==> src/rtl/debounce_pkg.sv <==
// debounce_pkg: shared types and constants for the debounce_edge block.
//   state_e           FSM state encoding (IDLE_LOW, CHK_HIGH, IDLE_HIGH, CHK_LOW)
//   GLITCH_CNT_W      width of the saturating glitch counter
//   CNT_W             width of the stability counter
//   DEF_SYNC_STAGES   default synchronizer depth
//   DEF_STABLE_CYCLES default number of stable cycles to accept a new level
package debounce_pkg;

  localparam int GLITCH_CNT_W      = 8;
  localparam int CNT_W             = 8;
  localparam int DEF_SYNC_STAGES   = 2;
  localparam int DEF_STABLE_CYCLES = 4;

  typedef enum logic [1:0] {
    IDLE_LOW  = 2'd0,
    CHK_HIGH  = 2'd1,
    IDLE_HIGH = 2'd2,
    CHK_LOW   = 2'd3
  } state_e;

  // The debounced level is high while settled high or while checking a fall.
  function automatic logic state_level(input state_e s);
    return (s == IDLE_HIGH) || (s == CHK_LOW);
  endfunction

endpackage

==> src/rtl/debounce_edge_sync_chain.sv <==
// sync_chain: STAGES-deep flop chain that brings an asynchronous level into
// the clk domain. Synchronous active-high reset clears every stage.
//   clk    input  clock
//   reset  input  synchronous active-high reset
//   d_i    input  asynchronous level
//   q_o    output last synchronizer stage
module sync_chain #(
  parameter int STAGES = 2
) (
  input  logic clk,
  input  logic reset,
  input  logic d_i,
  output logic q_o
);

  logic [STAGES-1:0] chain_q;
  logic [STAGES-1:0] chain_d;

  always_comb begin
    chain_d = {chain_q[STAGES-2:0], d_i};
  end

  always_ff @(posedge clk) begin
    if (reset) begin
      chain_q <= '0;
    end else begin
      chain_q <= chain_d;
    end
  end

  assign q_o = chain_q[STAGES-1];

endmodule

==> src/rtl/debounce_edge.sv <==
// debounce_edge: synchronizes and debounces a bouncy level input, produces
// edge pulses on accepted transitions and counts aborted transitions.
//   clk           input  clock, all state on rising edge
//   reset         input  synchronous active-high reset
//   d_i           input  raw asynchronous / bouncy level
//   level_o       output debounced level (decoded from the state register)
//   rise_o        output one-cycle pulse on an accepted 0->1 transition
//   fall_o        output one-cycle pulse on an accepted 1->0 transition
//   glitch_cnt_o  output saturating count of aborted transitions
// Build option: define DEBOUNCE_EDGE_PULSE_EN to include the rise/fall pulse
// logic; without it rise_o and fall_o are tied low.
//
// state     | meaning
// ----------+---------------------------------------------------------
// IDLE_LOW  | settled low, waiting for sync to go high
// CHK_HIGH  | sync high, counting towards accepting a rise
// IDLE_HIGH | settled high, waiting for sync to go low
// CHK_LOW   | sync low, counting towards accepting a fall
module debounce_edge
  import debounce_pkg::*;
#(
  parameter int SYNC_STAGES   = DEF_SYNC_STAGES,
  parameter int STABLE_CYCLES = DEF_STABLE_CYCLES
) (
  input  logic                    clk,
  input  logic                    reset,
  input  logic                    d_i,
  output logic                    level_o,
  output logic                    rise_o,
  output logic                    fall_o,
  output logic [GLITCH_CNT_W-1:0] glitch_cnt_o
);

  localparam logic [CNT_W-1:0]        CNT_LAST = CNT_W'(STABLE_CYCLES - 1);
  localparam logic [GLITCH_CNT_W-1:0] GLITCH_MAX = '1;

  logic sync;

  state_e                  state_q, state_d;
  logic [CNT_W-1:0]        count_q, count_d;
  logic [GLITCH_CNT_W-1:0] glitch_cnt_q, glitch_cnt_d;
  logic                    glitch;

  sync_chain #(
    .STAGES (SYNC_STAGES)
  ) u_sync (
    .clk   (clk),
    .reset (reset),
    .d_i   (d_i),
    .q_o   (sync)
  );

  always_comb begin
    state_d = state_q;
    count_d = count_q;
    glitch  = 1'b0;
    case (state_q)
      IDLE_LOW: begin
        if (sync) begin
          state_d = CHK_HIGH;
          count_d = CNT_W'(1);
        end else begin
          count_d = '0;
        end
      end
      CHK_HIGH: begin
        if (sync) begin
          if (count_q == CNT_LAST) begin
            state_d = IDLE_HIGH;
            count_d = '0;
          end else begin
            count_d = count_q + CNT_W'(1);
          end
        end else begin
          state_d = IDLE_LOW;
          count_d = '0;
          glitch  = 1'b1;
        end
      end
      IDLE_HIGH: begin
        if (!sync) begin
          state_d = CHK_LOW;
          count_d = CNT_W'(1);
        end else begin
          count_d = '0;
        end
      end
      CHK_LOW: begin
        if (!sync) begin
          if (count_q == CNT_LAST) begin
            state_d = IDLE_LOW;
            count_d = '0;
          end else begin
            count_d = count_q + CNT_W'(1);
          end
        end else begin
          state_d = IDLE_HIGH;
          count_d = '0;
          glitch  = 1'b1;
        end
      end
      default: begin
        state_d = IDLE_LOW;
        count_d = '0;
      end
    endcase
  end

  always_comb begin
    glitch_cnt_d = glitch_cnt_q;
    if (glitch && (glitch_cnt_q != GLITCH_MAX)) begin
      glitch_cnt_d = glitch_cnt_q + GLITCH_CNT_W'(1);
    end
  end

  always_ff @(posedge clk) begin
    if (reset) begin
      state_q      <= IDLE_LOW;
      count_q      <= '0;
      glitch_cnt_q <= '0;
    end else begin
      state_q      <= state_d;
      count_q      <= count_d;
      glitch_cnt_q <= glitch_cnt_d;
    end
  end

  assign level_o      = state_level(state_q);
  assign glitch_cnt_o = glitch_cnt_q;

`ifdef DEBOUNCE_EDGE_PULSE_EN
  // Pulses are registered on the same edge that completes the transition,
  // so they are high for the first cycle of the new level.
  logic rise_q, rise_d;
  logic fall_q, fall_d;

  always_comb begin
    rise_d = (state_q == CHK_HIGH) && (state_d == IDLE_HIGH);
    fall_d = (state_q == CHK_LOW)  && (state_d == IDLE_LOW);
  end

  always_ff @(posedge clk) begin
    if (reset) begin
      rise_q <= 1'b0;
      fall_q <= 1'b0;
    end else begin
      rise_q <= rise_d;
      fall_q <= fall_d;
    end
  end

  assign rise_o = rise_q;
  assign fall_o = fall_q;
`else
  assign rise_o = 1'b0;
  assign fall_o = 1'b0;
`endif

endmodule

==> config.mk <==
export PLATFORM = sky130hd
export DESIGN_NAME = debounce_edge
export DESIGN_NICKNAME = d
export VERILOG_FILES = /design/src/rtl/debounce_pkg.sv /design/src/rtl/debounce_edge_sync_chain.sv /design/src/rtl/debounce_edge.sv
export SDC_FILE = /design/constraint.sdc
export NUM_CORES = 1
export LEC_CHECK = 0
export BUFFER_PORTS_ARGS = -buffer_cell sky130_fd_sc_hd__buf_2
export CORE_MARGIN = 4
export CORE_UTILIZATION = 25
export DETAILED_ROUTE_END_ITERATION = 6
export GPL_ROUTABILITY_DRIVEN = 0
export MAX_ROUTING_LAYER = met4
export PLACE_DENSITY = 0.54
export RECOVER_POWER = 50
export SLEW_MARGIN = 20
export SYNTH_ARGS = -nofsm -noshare
export SYNTH_HDL_FRONTEND = slang
export SYNTH_SLANG_ARGS = --single-unit
==> constraint.sdc <==
create_clock -name clk -period 1.6 [get_ports clk]
set_input_delay 0.24 -clock clk [delete_from_list [all_inputs] [get_ports clk]]
set_output_delay 0.24 -clock clk [all_outputs]
set_load 0.02 [all_outputs]
==> results of run 1 <==
-- final cells by class --
cell class / count / share of cell area, %
Clock buffer: 4 / 3.329
Tap cell: 46 / 5.281
Sequential cell: 20 / 36.97
Inverter: 1 / 0.3444
Multi-Input combinational cell: 75 / 42.94
Timing Repair Buffer: 21 / 11.14
-- metal layers --
layer | part of all wire (%) | routed length, um
met1 | 46 | 798
met3 | 3.1 | 54
met2 | 50 | 859
met5 | 0 | 0
met4 | 0.70 | 12
-- placed cells by master (no fill, tap or decap), types with 2 or more instances in the layout --
master and n:
sky130_fd_sc_hd__dfxtp_1 18, sky130_fd_sc_hd__nor2_1 14, sky130_fd_sc_hd__buf_4 10, sky130_fd_sc_hd__nand3_1 7, sky130_fd_sc_hd__clkbuf_1 7, sky130_fd_sc_hd__xor2_1 5
sky130_fd_sc_hd__and3_1 5, sky130_fd_sc_hd__nand2_1 5, sky130_fd_sc_hd__a21oi_1 4, sky130_fd_sc_hd__buf_2 4, sky130_fd_sc_hd__xnor2_1 3, sky130_fd_sc_hd__o21ai_0 3
sky130_fd_sc_hd__mux2i_1 3, sky130_fd_sc_hd__clkbuf_4 3, sky130_fd_sc_hd__nand4_1 2, sky130_fd_sc_hd__nor2b_1 2, sky130_fd_sc_hd__nand2b_1 2, sky130_fd_sc_hd__nor3_1 2
sky130_fd_sc_hd__o31ai_1 2, sky130_fd_sc_hd__or4_1 2, sky130_fd_sc_hd__conb_1 2, sky130_fd_sc_hd__dfxtp_2 2
-- critical path, cell delays in order, from the launching register on --
cell	delay, ps
sky130_fd_sc_hd__dfxtp_2	330
sky130_fd_sc_hd__or4_4	530
sky130_fd_sc_hd__or4b_4	500
sky130_fd_sc_hd__mux2i_1	160
sky130_fd_sc_hd__nor2_1	50
-- sequential cells by signal, summed over array words and instances, names as in the netlist, named ones only --
name / count
count_q: 8
glitch_cnt_o: 8
u_sync.chain_q: 2
state_q: 1
-- logic make-up after synthesis --
| kind of cell | count (synthesis) | synth area share [%] |
|---|---|---|
| buf+inv | 6 | 3.365 |
| mux | 3 | 3.366 |
| simple gates | 49 | 30.15 |
| xor+xnor | 8 | 7.854 |
| flops | 20 | 44.88 |
| compound gates | 11 | 7.153 |
| fa+ha+maj | 2 | 2.805 |
| other cells | 1 | 0.4204 |
-- what timing repair did --
action / 4_1_cts / 5_1_grt
endpoints found under the setup margin: 2 / 5
resized for setup: 1 / 3
buffers inserted: 1 / 0
pin swaps: 0 / 0
hold endpoints to repair: 0 / 0
hold buffers: 0 / 0
-- worst paths after layout --
kind,from,endpoint,cells after the start
setup / recovery,count_q[7],flip-flop,4
hold / removal,d_i,u_sync.chain_q[0],2
setup reg to reg,count_q[7],flip-flop,4
hold reg to reg,u_sync.chain_q[0],u_sync.chain_q[1],1
-- where the power goes --
| part | internal (mW) | switching, mW |
|---|---|---|
| Combinational | 0.0104 | 0.0180 |
| Clock | 0.138 | 0.146 |
| Sequential | 0.502 | 0.00340 |
-- metrics by stage --
| stage | instance area [um^2] | setup WS (ps) | TNS, ps | power, mW |
|---|---|---|---|---|
| after floorplan | 897.1 | -29.12 | -29.86 | 0.5388 |
| after global placement | 1051 | -52.19 | -75.35 | 0.5449 |
| after detailed placement | 1051 | -72.71 | -110.6 | 0.5459 |
| after CTS | 1096 | -83.52 | -127.1 | 0.8277 |
| after global routing | 1090 | -114.3 | -366.5 | 0.8532 |
| final | 1090 | -72.75 | -110.8 | 0.8186 |
==> summary.md, run 1 <==
- primary input to flip-flop — type of the worst min-delay path
- 127 — net count of the finished layout
- 0 — number of antenna-violating nets in the routed design
- 26.32% — initial standard-cell utilization of the core
- sky130_fd_sc_hd__clkbuf_4 — cell at the root of the clock tree
- 162 — Placed Cells
- 0 — residual DRC count
- 3 — number of buffers inserted during clock tree synthesis
- 20.66% — share of final-layout standard cells stronger than drive strength 1
- yes — TritonCTS clock tree
- 44.88% — Seq/Total Area, Yosys
- 0 — number of antenna violations at the first check in global routing
- 4.485 — via/cell ratio
- 8.921 um^2 — Post-Syn Area per Cell
- 3 — first-pass iteration count of the detailed router
- 771 — number of global-route vias before repair
- 0.4294 nW — leakage power
- 749 — via count
- 1673 ps — shortest clock period the worst path allows after layout
- 110 ps — Worst-path clk slew
- 751.1 nW/um^2 — power per cell area
- 67.74 um — Die Wd
- 1725 um — aggregate routed wire length
- 364 — filler cell count in the final layout
- 11 — I/O Buffers
- 4588 um^2 — die area
- sky130_fd_sc_hd__dfxtp_1, sky130_fd_sc_hd__nor2_1, sky130_fd_sc_hd__xor2_1 — leading post-synthesis cells by cell area
- 2 — worst-path fanout max
- 157.6 ps — tightest hold margin
- 0.5978 GHz — Fmax
- 0.0004003 V — maximum resistive drop on vdd
- 20 — Clock Sink Count
- sky130_fd_sc_hd__dfxtp_1 — top cell type by total area after synthesis
- 104.5% — final worst path period share
- 10.35% — routing usage on met1
- negative setup slack — violations in the final reports
- 3390 um^2 — total core area
- 1.385 ps — Clock Skews
- sky130_fd_sc_hd__dfxtp_1 — commonest register cell after synthesis
- 22.16% — Area Growth Syn to Fin
- 0% — async set-or-reset flop fraction in the synthesized netlist
- -70 ps — register-to-register setup slack
- 32.15% — share of the core filled with cells
- 31 — number of distinct standard cells referenced by the synthesized netlist
- 892.1 um^2 — cell area after synthesis
- 0 — YS warnings
- 402.9 um^2 — footprint of the flip-flops and latches
- 100 — count of mapped cells out of synthesis
- 0 — final number of hold-violating endpoints
- 14 — IO Count
- 0 — max-slew violation count
- 8.817% — overall global routing resource usage
- 1.498% — met3 track demand over resource in global routing
- 1 — # H-tree levels
- 13 — maximum number of pins on one net before global-route repair
- 67.74 um — die height
- 10.33 um — DR WL/cell
- 10 — violation count after the first detailed-route iteration
- finished with violations — result of the run
- 2 — final setup vio count
- 0 — number of inserted diodes
- 1384 um — Detailed Place HPWL
- flip-flop — startpoint types
- 290 ps — Clock Latency Late Sink
- sky130_fd_sc_hd__dfxtp_1 — most common cell in the netlist
- 20 — number of synthesized register bits
- 0 — aggregate global routing overflow
- flip-flop to flip-flop — class of the most critical setup path
- 0 — max-cap viol count
- 44.88% — area share of the leading cell type in the synthesized netlist
- 0 — count of flip-flops with a built-in enable after synthesis
- 1860 ps — worst endpoint data arrival time
- flip-flop — element type at the critical path end
- 2 — buffers from clock root to sink, at most
- true — unrepaired setup endpoints after global routing
- 1790 ps — Critical Path RT
- 21 — number of placement rows
- 15.07% — global routing usage on met2
- sky130_fd_sc_hd__dfxtp_1, sky130_fd_sc_hd__nor2_1, sky130_fd_sc_hd__nand3_1 — leading post-synthesis cells by instance count
- 167 — final standard cell count with taps included and fillers excluded
- 467.9 um^2 — multi-input combinational cell area
- met2 — global routing's busiest layer
- -72.75 ps — final worst setup slack
- 3125 um — first-pass GRT wire length
No activity file was read; power rests on OpenSTA's default activity.
==> run 2, diff against run 1 <==
--- a/config.mk
+++ b/config.mk
@@ -5,7 +5,7 @@
 export SDC_FILE = /design/constraint.sdc
 export NUM_CORES = 1
 export LEC_CHECK = 0
-export BUFFER_PORTS_ARGS = -buffer_cell sky130_fd_sc_hd__buf_2
+export BUFFER_PORTS_ARGS = -buffer_cell sky130_fd_sc_hd__buf_4
 export CORE_MARGIN = 4
 export CORE_UTILIZATION = 25
 export DETAILED_ROUTE_END_ITERATION = 6
==> run 2 against run 1 <==
Effect of this change:
- the run still ends with negative setup slack left
- utilization up 1.1 points
- global-route usage increased by 0.25 points
- hold slack is essentially flat
- largest power group unchanged
==> summary.md, run 2 (synthesis gave the netlist of run 1 again) <==
- 367 — filler cell count in the final layout
- 0.4583 nW — leakage power
- 20 — Clock Sink Count
- 26.51% — Area Growth Syn to Fin
- 67.74 um — Die Wd
- 26.32% — initial standard-cell utilization of the core
- 0 — number of inserted diodes
- 1800 ps — Critical Path RT
- 1386 um — Detailed Place HPWL
- 0.5978 GHz — Fmax
- u_sync.chain_q[0] — Worst Hold Path EP
- 4 — r2r worst-path depth
- 2 — buffers from clock root to sink, at most
- d_i — critical hold path startpoint
- finished with violations — result of the run
- 2 — final setup vio count
- sky130_fd_sc_hd__clkbuf_4 — cell at the root of the clock tree
- 0.0003121 V — maximum resistive drop on vdd
- 21 — number of placement rows
- 0 — final number of hold-violating endpoints
- -72.72 ps — final worst setup slack
- 9.072% — overall global routing resource usage
- flip-flop — element type at the critical path end
- 3 — number of buffers inserted during clock tree synthesis
- 290 ps — Clock Latency Late Sink
- 0 — number of antenna violations at the first check in global routing
- count_q[7] — Reg2Reg Launch Point
- 158.0 ps — tightest hold margin
- sky130_fd_sc_hd__buf_4 — commonest non-fill, non-tap cell in the layout
- -67.59 ps — dpl ws
- 28.33% — share of final-layout standard cells stronger than drive strength 1
- 126 — net count of the finished layout
- 33.30% — share of the core filled with cells
- 751 — via count
- 14 — IO Count
- 1 — # H-tree levels
- 724.7 nW/um^2 — power per cell area
- true — unrepaired setup endpoints after global routing
- 110 ps — Worst-path clk slew
- 67.74 um — die height
- flip-flop to flip-flop — class of the most critical setup path
- 2 — worst-path fanout max
- 754 — number of global-route vias before repair
- 3132 um — first-pass GRT wire length
- 2 — count of cells along the worst hold path
- 0 — max-cap viol count
- yes — TritonCTS clock tree
- 4588 um^2 — die area
- sky130_fd_sc_hd__buf_4, sky130_fd_sc_hd__dfxtp_1, sky130_fd_sc_hd__nor2_1 — commonest non-fill, non-tap cells in the layout
- 817.9 uW — overall power consumption
- flip-flop — startpoint types
- 6 — violation count after the first detailed-route iteration
- 4.784 ps — Clock Skews
- 0 — max-slew violation count
- primary input to flip-flop — type of the worst min-delay path
- 405.4 um^2 — footprint of the flip-flops and latches
- 13 — maximum number of pins on one net before global-route repair
- negative setup slack — violations in the final reports
- 4 — first-pass iteration count of the detailed router
- 1870 ps — worst endpoint data arrival time
- 11 — I/O Buffers
- 104.5% — final worst path period share
- 10.82 um — DR WL/cell
- 4.524 — via/cell ratio
- 0 — residual DRC count
- 1796 um — aggregate routed wire length
- 0 — number of antenna-violating nets in the routed design
- 475.5 um^2 — multi-input combinational cell area
- 3390 um^2 — total core area
- 1673 ps — shortest clock period the worst path allows after layout
- -70 ps — register-to-register setup slack
- 0 — aggregate global routing overflow
==> run 2: worst max path at each step <==
stage / start / end / slack [ps] / depth (start not counted)
after floorplan: count_q[7] / flip-flop / -30 / 4
after global placement: count_q[7] / flip-flop / -40 / 4
after detailed placement: count_q[7] / flip-flop / -70 / 4
after CTS: count_q[7] / flip-flop / -80 / 4
after global routing: count_q[7] / flip-flop / -120 / 4
final: count_q[7] / flip-flop / -70 / 4
==> run 2: through the flow <==
stage               setup TNS (ps)  area, um^2  std cells
detailed placement          -96.86        1071        161
CTS                         -121.1        1116        166
global placement            -67.10        1071        161
finish                      -116.5        1129        166
floorplan                   -29.86       897.1        101
global route                -451.5        1129        166
==> run 2: area by class of cell <==
class	instances	share of cell area [%]
Multi-Input combinational cell	75	42.13
Inverter	1	0.3326
Clock buffer	4	3.215
Tap cell	46	5.100
Sequential cell	20	35.92
Timing Repair Buffer	20	13.30
==> run 2: power breakdown <==
part | total (mW) | internal, mW | switching, mW
Clock | 0.282 | 0.138 | 0.143
Combinational | 0.0291 | 0.0122 | 0.0169
Sequential | 0.507 | 0.502 | 0.00462
Total | 0.818 | 0.653 | 0.165
==> run 2: metal layers <==
| layer | global-route usage [%] | wire length, um | vias up |
|---|---|---|---|
| met3 | 1.498 | 49 | 2 |
| met2 | 15.19 | 876 | 10 |
| li1 | - | - | 384 |
| met1 | 10.67 | 857 | 355 |
| met5 | - | 0 | - |
| met4 | 3.797 | 12 | 0 |
==> run 2: critical path, cell delays in order, from the launching register on <==
cell and delay (ps):
sky130_fd_sc_hd__dfxtp_2 340, sky130_fd_sc_hd__or4_4 530, sky130_fd_sc_hd__or4b_4 510, sky130_fd_sc_hd__mux2i_1 160
sky130_fd_sc_hd__nor2_1 50
==> run 2: timing repair <==
action                                  4_1_cts  5_1_grt
endpoints found under the setup margin        2       11
gates resized for setup                       1        4
buffers inserted                              1        0
hold buffers                                  0        0
==> run 3, diff against run 2 <==
--- a/config.mk
+++ b/config.mk
@@ -5,7 +5,7 @@
 export SDC_FILE = /design/constraint.sdc
 export NUM_CORES = 1
 export LEC_CHECK = 0
-export BUFFER_PORTS_ARGS = -buffer_cell sky130_fd_sc_hd__buf_4
+export BUFFER_PORTS_ARGS = -buffer_cell sky130_fd_sc_hd__buf_2
 export CORE_MARGIN = 4
 export CORE_UTILIZATION = 25
 export DETAILED_ROUTE_END_ITERATION = 6
@@ -16,4 +16,5 @@
 export SLEW_MARGIN = 20
 export SYNTH_ARGS = -nofsm -noshare
 export SYNTH_HDL_FRONTEND = slang
+export SYNTH_HIERARCHICAL = 1
 export SYNTH_SLANG_ARGS = --single-unit
==> run 3 against run 2 <==
Effect of this change:
- the flow still finishes with violations (negative setup slack)
- critical path depth did not move
- clock skew fell by 2.2 ps
- register-to-register slack barely moved
- sequential cell count did not move
- combinational power fell by 2%
- synthesized cell count did not move
- clock power barely moved
- fmax rose by 0.22%
- via count rose by 2.0%
- power barely moved
- largest cell class unchanged
- largest power group unchanged
==> summary.md, run 3 <==
- 0 — hold-fix buffer count after cts
- negative setup slack — violations in the final reports
- 2.627 ps — Clock Skews
- 0% — async set-or-reset flop fraction in the synthesized netlist
- finished with violations — result of the run
- d_i — critical hold path startpoint
- 2 — buffers from clock root to sink, at most
- sky130_fd_sc_hd__dfxtp_1 — commonest non-fill, non-tap cell in the layout
- 2 — final setup vio count
- 0 — max-cap viol count
- 3.5% — Comb power frac
- 0 — final number of hold-violating endpoints
- 1064 um^2 — dpl cell area
- 0.4220 nW — leakage power
- primary input to flip-flop — type of the worst min-delay path
- 4611 um^2 — die area
- 1 — # H-tree levels
- 745 — number of global-route vias before repair
- 26.47% — initial standard-cell utilization of the core
- 104.3% — final worst path period share
- 0.0003446 V — maximum resistive drop on vdd
- 20 — Clock Sink Count
- 67.91 um — Die Wd
- flip-flop to flip-flop — class of the most critical setup path
- 21.20% — Area Growth Syn to Fin
- sky130_fd_sc_hd__dfxtp_1 — commonest register cell after synthesis
- 0 — number of antenna-violating nets in the routed design
- 530 ps — CP max stage delay
- yes — TritonCTS clock tree
- 61.7% — portion of total power attributed to sequential cells
- 44.63% — area share of the leading cell type in the synthesized netlist
- 110 ps — Worst-path clk slew
- true — unrepaired setup endpoints after global routing
- 8.971 um^2 — Post-Syn Area per Cell
- 2 — worst-path fanout max
- 6 — YS warnings
- -69.09 ps — final worst setup slack
- 1770 um — aggregate routed wire length
- sky130_fd_sc_hd__dfxtp_1, sky130_fd_sc_hd__nor2_1, sky130_fd_sc_hd__xor2_1 — leading post-synthesis cells by instance count
- count_q[7] — Reg2Reg Launch Point
- 16 — violation count after the first detailed-route iteration
- flip-flop — element type at the critical path end
- 0 — residual DRC count
- sky130_fd_sc_hd__dfxtp_1 — most common cell in the netlist
- 0.5991 GHz — Fmax
- sky130_fd_sc_hd__dfxtp_1, sky130_fd_sc_hd__nor2_1, sky130_fd_sc_hd__clkbuf_1, sky130_fd_sc_hd__buf_4, sky130_fd_sc_hd__xor2_1 — commonest non-fill, non-tap cells in the layout
- 11 — I/O Buffers
- sky130_fd_sc_hd__dfxtp_1, sky130_fd_sc_hd__xor2_1, sky130_fd_sc_hd__nor2_1 — leading post-synthesis cells by cell area
- 44.63% — Seq/Total Area, Yosys
- 34.8% — share of total power in the clock network
- 4.587 — via/cell ratio
- 127 — net count of the finished layout
- 17.36% — share of final-layout standard cells stronger than drive strength 1
- 67.91 um — die height
- 1087 um^2 — post-route cell area
- 21 — number of placement rows
- or4_4 -> or4b_4 -> mux2i_1 -> nor2_1 — cell chain of the critical path
- 0 — post-CTS repair timing setup buffer count
- 0 — max-slew violation count
- 20 — number of synthesized register bits
- 100 — count of mapped cells out of synthesis
- 650.6 uW — Internal Pwr Total
- 1381 um — Detailed Place HPWL
- 168.1 uW — Psw
- 3 — number of buffers inserted during clock tree synthesis
- count_q[7] — Setup crit start
- 9.056% — overall global routing resource usage
- 1669 ps — shortest clock period the worst path allows after layout
- 13 — maximum number of pins on one net before global-route repair
- sky130_fd_sc_hd__or4_4 — Worst path slowest cell
- sky130_fd_sc_hd__dfxtp_1 — top cell type by total area after synthesis
- 753.0 nW/um^2 — power per cell area
- 3208 um — first-pass GRT wire length
- 1790 ps — Critical Path RT
- flip-flop — startpoint types
- 163 — Placed Cells
- 0 — number of antenna violations at the first check in global routing
- 1860 ps — worst endpoint data arrival time
- 30 — number of distinct standard cells referenced by the synthesized netlist
- 10.60 um — DR WL/cell
- 0 — count of flip-flops with a built-in enable after synthesis
- 14 — IO Count
- 897.1 um^2 — cell area after synthesis
- sky130_fd_sc_hd__clkbuf_4 — cell at the root of the clock tree
- 290 ps — Clock Latency Late Sink
- 3390 um^2 — total core area
- 20.53% — switching share of power
- 766 — via count
- 167 — final standard cell count with taps included and fillers excluded
- 0 — number of inserted diodes
- 0 — post_cts resized
- 166.8 ps — tightest hold margin
- 0 — aggregate global routing overflow
- 4 — first-pass iteration count of the detailed router
run 3: cell count changes in the layout (fill, tap and decap cells not counted), moves of 3 or more:
| cell | before | now |
|---|---|---|
| sky130_fd_sc_hd__clkbuf_1 | 0 | 9 |
| sky130_fd_sc_hd__a21oi_1 | 4 | 1 |
| sky130_fd_sc_hd__xor2_1 | 5 | 8 |
| sky130_fd_sc_hd__a211oi_1 | 0 | 4 |
| sky130_fd_sc_hd__buf_4 | 20 | 9 |
| sky130_fd_sc_hd__buf_2 | 0 | 3 |
run 3: per-layer routing:
metal  GRT usage (%)  share of wire [%]
met5               -                  0
met4           3.970                1.1
met3           1.478                3.2
met2           15.19                 49
met1           10.65                 47
run 3: layout make-up:
class / count / area, um^2
sequential: 20 / 402.9
multi-input combinational: 73 / 462.9
clock buffer: 4 / 36.28
tap: 46 / 57.56
fill: 359 / 2302
timing repair buffer: 21 / 116.4
inverter: 3 / 11.26
run 3: worst max-delay path, delay by kind of cell, from the launching register on:
kind	cells	cell delay, ps
DFF	1	340
muxes	1	150
and+or+nand+nor	3	1080
run 3: per-stage QoR:
step | setup slack, ps | total power [mW] | util [%] | setup TNS, ps
floorplan | -27.99 | 0.5394 | - | -48.40
global placement | -36.32 | 0.5457 | 31.38 | -67.03
detailed placement | -51.40 | 0.5460 | 31.38 | -93.70
CTS | -69.39 | 0.8369 | 32.45 | -126.5
global route | -117.3 | 0.8673 | 32.08 | -391.7
finish | -69.09 | 0.8187 | 32.08 | -127.7
run 3: power groups by stage:
stage	logic (mW)	registers [mW]	clock network, mW
final	0.0286	0.505	0.285
after global routing	0.0320	0.506	0.329
after floorplan	0.0215	0.518	0
after global placement	0.0293	0.516	0
after detailed placement	0.0296	0.516	0
after CTS	0.0296	0.505	0.302
run 3: cell families after synthesis:
kind of cell    after synthesis  synth area share (%)
compound gates               11                 8.507
xor+xnor                      9                 8.787
fa+ha+maj                     2                 2.789
buf+inv                       8                 4.183
flops                        20                 44.63
mux                           3                 3.347
other cells                   1                0.4180
simple gates                 46                 27.34
run 3: path summary, 6_finish.rpt:
path	end	slack, ps	cells after the start
worst max-delay path	flip-flop	-70	4
worst max register to register	flip-flop	-70	4
worst min register to register	u_sync/chain_q[1]	450	1
worst min-delay path	u_sync/chain_q[0]	170	2
